### src/rtl/ks_pkg.sv
// Shared types and helpers for the sequential wide Kogge-Stone adder.
//   KS_WORD_W  : default word width handled by the prefix slice per cycle
//   ks_state_e : control FSM states
//   ks_idx_w() : width of the word-index register for a given word count
package ks_pkg;

    parameter int unsigned KS_WORD_W = 32;

    typedef enum logic [1:0] {
        StIdle = 2'd0,
        StRun  = 2'd1,
        StDone = 2'd2
    } ks_state_e;

    // A single-word build still needs a 1-bit index register.
    function automatic int unsigned ks_idx_w(input int unsigned words);
        return (words > 1) ? $clog2(words) : 1;
    endfunction

endpackage

### src/rtl/ks_prefix_slice.sv
// W-bit Kogge-Stone adder slice, purely combinational.
// Ports:
//   a, b  : W-bit addends
//   cin   : carry into bit 0
//   sum   : W-bit sum
//   cout  : carry out of bit W-1
module ks_prefix_slice #(
    parameter int unsigned W = 32
) (
    input  logic [W-1:0] a,
    input  logic [W-1:0] b,
    input  logic         cin,
    output logic [W-1:0] sum,
    output logic         cout
);

    localparam int Wi     = int'(W);
    localparam int Stages = $clog2(W);

    logic [W-1:0] prop;
    logic [W-1:0] g;
    logic [W-1:0] p;
    logic [W-1:0] g_n;
    logic [W-1:0] p_n;
    logic [W:0]   carry;

    assign prop = a ^ b;

    always_comb begin
        g     = a & b;
        p     = a ^ b;
        g_n   = '0;
        p_n   = '0;
        carry = '0;
        // log2(W) prefix stages, span doubling each stage.
        for (int k = 0; k < Stages; k++) begin
            g_n = g;
            p_n = p;
            for (int i = (1 << k); i < Wi; i++) begin
                g_n[i] = g[i] | (p[i] & g[i - (1 << k)]);
                p_n[i] = p[i] & p[i - (1 << k)];
            end
            g = g_n;
            p = p_n;
        end
        // Group (G,P) over bits [i:0] folds cin in as a generate below bit 0.
        carry[0] = cin;
        for (int i = 0; i < Wi; i++) begin
            carry[i + 1] = g[i] | (p[i] & cin);
        end
    end

    assign sum  = prop ^ carry[W-1:0];
    assign cout = carry[W];

endmodule

### src/rtl/ks_wide_add_seq.sv
// Multi-cycle W*WORDS-bit adder. One operand pair is accepted over a valid/ready
// handshake, then added one W-bit word per cycle (LSW first) through a single
// Kogge-Stone slice with the carry chained through a register.
// Optional feature macro: KS_WIDE_SUB_EN adds in_sub (A-B when latched high).
// Ports:
//   clk, rst_n          : clock, synchronous active-low reset
//   in_valid/in_ready   : operand handshake; in_a, in_b, in_cin (and in_sub)
//   out_valid/out_ready : result handshake; out_sum, out_cout, out_ovf
module ks_wide_add_seq
    import ks_pkg::*;
#(
    parameter int unsigned W     = KS_WORD_W,
    parameter int unsigned WORDS = 4
) (
    input  logic               clk,
    input  logic               rst_n,
    input  logic               in_valid,
    output logic               in_ready,
    input  logic [W*WORDS-1:0] in_a,
    input  logic [W*WORDS-1:0] in_b,
    input  logic               in_cin,
`ifdef KS_WIDE_SUB_EN
    input  logic               in_sub,
`endif
    output logic               out_valid,
    input  logic               out_ready,
    output logic [W*WORDS-1:0] out_sum,
    output logic               out_cout,
    output logic               out_ovf
);

    localparam int unsigned    IdxW    = ks_idx_w(WORDS);
    localparam logic [IdxW-1:0] LastIdx = IdxW'(WORDS - 1);

    ks_state_e                  state_q, state_d;
    logic [IdxW-1:0]            idx_q, idx_d;
    logic                       carry_q, carry_d;
    logic [WORDS-1:0][W-1:0]    a_q, a_d;
    logic [WORDS-1:0][W-1:0]    b_q, b_d;
    logic [WORDS-1:0][W-1:0]    sum_q, sum_d;
    logic                       cout_q, cout_d;
    logic                       ovf_q, ovf_d;

    logic                       accept;
    logic                       last_word;
    logic                       sub_eff;
    logic [W-1:0]               a_word;
    logic [W-1:0]               b_word;
    logic [W-1:0]               slice_sum;
    logic                       slice_cout;

`ifdef KS_WIDE_SUB_EN
    assign sub_eff = in_sub;
`else
    assign sub_eff = 1'b0;
`endif

    assign accept    = in_valid & in_ready;
    assign last_word = (idx_q == LastIdx);

    // Word select by comparison keeps the WORDS=1 build free of index-width issues.
    always_comb begin
        a_word = a_q[0];
        b_word = b_q[0];
        for (int k = 0; k < int'(WORDS); k++) begin
            if (idx_q == IdxW'(k)) begin
                a_word = a_q[k];
                b_word = b_q[k];
            end
        end
    end

    ks_prefix_slice #(
        .W (W)
    ) u_slice (
        .a    (a_word),
        .b    (b_word),
        .cin  (carry_q),
        .sum  (slice_sum),
        .cout (slice_cout)
    );

    // State register.
    always_ff @(posedge clk) begin
        if (!rst_n) begin
            state_q <= StIdle;
        end else begin
            state_q <= state_d;
        end
    end

    // Next-state logic.
    always_comb begin
        state_d = state_q;
        unique case (state_q)
            StIdle: if (accept)    state_d = StRun;
            StRun:  if (last_word) state_d = StDone;
            StDone: if (out_ready) state_d = StIdle;
            default:               state_d = StIdle;
        endcase
    end

    // FSM outputs.
    always_comb begin
        in_ready  = rst_n & (state_q == StIdle);
        out_valid = (state_q == StDone);
    end

    // Datapath next state.
    always_comb begin
        idx_d   = idx_q;
        carry_d = carry_q;
        a_d     = a_q;
        b_d     = b_q;
        sum_d   = sum_q;
        cout_d  = cout_q;
        ovf_d   = ovf_q;
        if (accept) begin
            a_d     = in_a;
            // Subtract stores ~B and a forced carry-in so RUN is a plain add.
            b_d     = sub_eff ? ~in_b : in_b;
            carry_d = sub_eff ? 1'b1 : in_cin;
            idx_d   = '0;
        end else if (state_q == StRun) begin
            for (int k = 0; k < int'(WORDS); k++) begin
                if (idx_q == IdxW'(k)) begin
                    sum_d[k] = slice_sum;
                end
            end
            carry_d = slice_cout;
            if (last_word) begin
                idx_d  = '0;
                cout_d = slice_cout;
                ovf_d  = (a_word[W-1] == b_word[W-1]) & (slice_sum[W-1] != a_word[W-1]);
            end else begin
                idx_d = idx_q + 1'b1;
            end
        end
    end

    always_ff @(posedge clk) begin
        if (!rst_n) begin
            idx_q   <= '0;
            carry_q <= 1'b0;
            a_q     <= '0;
            b_q     <= '0;
            sum_q   <= '0;
            cout_q  <= 1'b0;
            ovf_q   <= 1'b0;
        end else begin
            idx_q   <= idx_d;
            carry_q <= carry_d;
            a_q     <= a_d;
            b_q     <= b_d;
            sum_q   <= sum_d;
            cout_q  <= cout_d;
            ovf_q   <= ovf_d;
        end
    end

    assign out_sum  = sum_q;
    assign out_cout = cout_q;
    assign out_ovf  = ovf_q;

endmodule
### config.mk
export PLATFORM = sky130hd
export DESIGN_NAME = ks_wide_add_seq
export DESIGN_NICKNAME = d
export VERILOG_FILES = /design/src/rtl/ks_pkg.sv /design/src/rtl/ks_prefix_slice.sv /design/src/rtl/ks_wide_add_seq.sv
export SDC_FILE = /design/constraint.sdc
export NUM_CORES = 1
export LEC_CHECK = 0
export BUFFER_PORTS_ARGS = -buffer_cell sky130_fd_sc_hd__buf_2
export CAP_MARGIN = 20
export CORE_MARGIN = 1.5
export CORE_UTILIZATION = 45
export CTS_CLUSTER_SIZE = 16
export DETAILED_ROUTE_END_ITERATION = 8
export GPL_TIMING_DRIVEN = 0
export PLACE_DENSITY = 0.77
export SLEW_MARGIN = 5
export SYNTH_ARGS = -nofsm -noshare
export SYNTH_HDL_FRONTEND = slang
export SYNTH_SLANG_ARGS = --single-unit
### constraint.sdc
create_clock -name clk -period 6.4 [get_ports clk]
set_input_delay 1.28 -clock clk [delete_from_list [all_inputs] [get_ports clk]]
set_output_delay 1.28 -clock clk [all_outputs]
set_load 0.02 [all_outputs]
==> run summary <==
Status: complete, no violations
Nets: 3,039
WL per Instance: 20.1 um
Maximum clock rate: 170 MHz
Setup TNS Final: 0 ns
Die span in y: 200 um
Main combinational cell family by area after synthesis: simple AND/OR/NAND/NOR gates
Synthesized instance count: 2,306
Share of the synthesized area in the top cell type: 44.7%
Synth Area in XOR/XNOR: 0.851%
Critical path's largest stage delay: 0.69 ns
Vias per cell: 5.61
Row count: 72
Clock Tree Buf Depth: 3
Measured slew at the worst slew-check pin: 0.949 ns
Initial core utilization: 45.5%
DIE AREA: 0.0401 mm^2
Setup crit end kind: flip-flop
CTS buffer count: 41
Avg Inst Size Synth: 7.59 um^2
CP most frequent cell: o21ai_0
Hold buffer count at cts: 0
Post-synth EDFFs: 0
Startpoint types: flip-flop
DRT Pass-1 Iters: 5
Syn Nets: 2,604
Most common cell in the netlist: nand2_1
Complex-gate fraction of the synthesized area: 20.8%
CP delay by family, top: compound AO/OA/AOI/OAI gates
Period utilisation layout: 91.8%
PD cells: 275 mW/mm^2
Synth cell count leaders: 752 x nand2_1, 391 x dfxtp_1, 364 x o21ai_0
Via count: 18,400
Metal-1 WL: 26,400 um
Die Span X: 200 um
Slew headroom: 36.3%
Post-Route Skew: 0.0234 ns
Layout cells sized above 1: 17.1%
Slowest CP cell: buf_1
Number of post-CTS setup repair buffers: 0
DR DRC count: 0
Worst Setup Path Type: flip-flop to flip-flop
YS warnings: 0
CTS H-Tree Depth: 2
Total wire length: 66,100 um
Power Total: 5.89 mW
Cell Chain, Critical Path: ha_1 -> clkbuf_1 -> buf_1 -> mux2i_1 -> nor2_1 -> a21oi_1 -> o21ai_0 -> ha_1 -> o21a_1 -> o21a_1 -> a221oi_1 -> a21o_1 -> and2_1 -> o21ai_0 -> xnor2_1 -> o21ai_0
Max VDD drop: 164 uV
Number of DRC markers in iteration 0: 1,684
Top FF cell, synth: dfxtp_1
GR Overflow Total: 0
Worst Hold Class: flip-flop to flip-flop
CTS tree: yes
Setup violators final: 0
CTS sink cnt: 391
Crit path buffers/inverters: 2
Initial antenna violation count: 2
Mux cell area share after synthesis: 3.83%
Pleak: 8.72 nW
WP data required: 6.82 ns
Largest net degree at the start of global routing: 14
Arrival time worst endpoint: 6.29 ns
Post-route ant nets: 0
I/O pin total: 393
Core area: 0.0385 mm^2
Netlist cell types: 59
RSZ-0062 raised after global routing: no
Detailed Place HPWL: 52,300 um
Met2 wire len: 30,700 um
Simple-gate share of the synthesized area: 22.9%
Yosys reg bits: 391
Gr usage total: 31.9%
Diode count: 0
Netlist Area Pre-Place: 0.0175 mm^2
Count of final hold-check violations: 0
Worst-path clk slew: 0.06 ns
Clk_lat worst skew: 0.57 ns
Area delta synth->final: 22.5%
Slew Limit Fails: 0
Number of global-route vias before repair: 17,800
Worst-path maximum fanout: 10
DR WL met3: 5770 um
Synth async-reset ratio: 0%
Port-buffer cells: 392
Sequential area share after synthesis: 44.7%
Resized Gates After CTS: 0
Max-capacitance violation count: 0
Root Driver: clkbuf_16
Leading area contributor after synthesis: dfxtp_1
First-pass GRT wire length: 99,300 um
Min Tclk post-route: 5.88 ns
Post-synthesis adder-cell area fraction: 2.69%
Top routing layer used: met5
Synth top area cells: dfxtp_1 45%, nand2_1 16%, o21ai_0 10%, mux2i_1 3.8%, clkbuf_1 3.3%
Global placement routability congestion: 0.948
## kinds of logic after synthesis
group	Yosys count
XOR/XNOR	17
flip-flops	391
AO/OA/AOI/OAI	624
multiplexers	67
adder cells (fa/ha/maj)	37
AND/OR/NAND/NOR	979
buffers and inverters	191
## report_power, final
part	internal (mW)	leakage [nW]	switching, mW
Combinational	0.285	4.87	0.601
Clock	1.37	0.655	0.986
Sequential	2.57	3.20	0.0801
## flip-flops by register name, summed over array words and instances, names as in the netlist
signal / flops
a_q: 128
b_q: 128
out_sum: 128
idx_q: 2
state_q: 2
carry_q: 1
out_cout: 1
out_ovf: 1
## through the flow
step	setup WS [ns]	cells	hold WS [ns]	util [%]	instance area, um^2
detailed placement	0.674	3216	0.450	52.3	20100
finish	0.525	3287	0.455	55.7	21400
CTS	0.628	3287	0.458	55.7	21400
global placement	0.732	3216	0.444	52.3	20100
global route	0.341	3287	0.474	55.7	21400
floorplan	2.28	2306	0.431	-	17500
## worst min-delay path: cells and delay by family, from the launching register on
family | cells | cell delay [ns]
simple gates | 1 | 0.05
flops | 1 | 0.31
compound gates | 1 | 0.05
## path summary, 6_finish.rpt
check        cells past startpoint      from  slack [ns]          end
max                             16  idx_q[0]        0.52  out_sum[16]
min                              2   a_q[12]        0.45      a_q[12]
max reg2reg                     16  idx_q[0]        0.52  out_sum[16]
min reg2reg                      2   a_q[12]        0.45      a_q[12]
## layout make-up
cell class / instances / area [um^2]
repair buffers: 392 / 1960
plain buffers: 173 / 657
well taps: 518 / 648
inverters: 18 / 67.6
multi-input cells: 1724 / 8940
fillers: 3698 / 17000
clock buffers: 61 / 1230
flip-flops and latches: 391 / 7830
clock inverters: 10 / 88.8
## metal layers
layer / GRT usage, % / up-vias
met5: 0 / -
met4: 15.3 / 4
met3: 5.53 / 174
met2: 54.1 / 951
met1: 39.2 / 8672
li1: - / 8623
## placed cells by master (no fill, tap or decap), types with 6 or more instances in the layout
cell type | Yosys | routed
buf_1 | 15 | 15
clkinv_2 | 0 | 7
dfxtp_1 | 391 | 391
or3_1 | 9 | 9
xnor2_1 | 13 | 13
inv_1 | 18 | 18
nand2b_1 | 7 | 7
nand2_1 | 752 | 752
buf_2 | 3 | 395
o31ai_1 | 11 | 11
o211a_1 | 8 | 8
a21boi_0 | 68 | 68
nand3_1 | 64 | 64
nor2b_1 | 12 | 12
a211oi_1 | 6 | 6
and2_1 | 29 | 29
a21oi_1 | 97 | 97
o311ai_0 | 7 | 7
clkbuf_8 | 0 | 11
clkbuf_16 | 0 | 42
ha_1 | 36 | 36
o21a_1 | 7 | 7
o21ai_0 | 364 | 364
o21bai_1 | 9 | 9
clkbuf_1 | 154 | 162
nor2_1 | 79 | 79
a21o_1 | 6 | 6
mux2i_1 | 67 | 67
No activity file was read; power rests on OpenSTA's default activity.
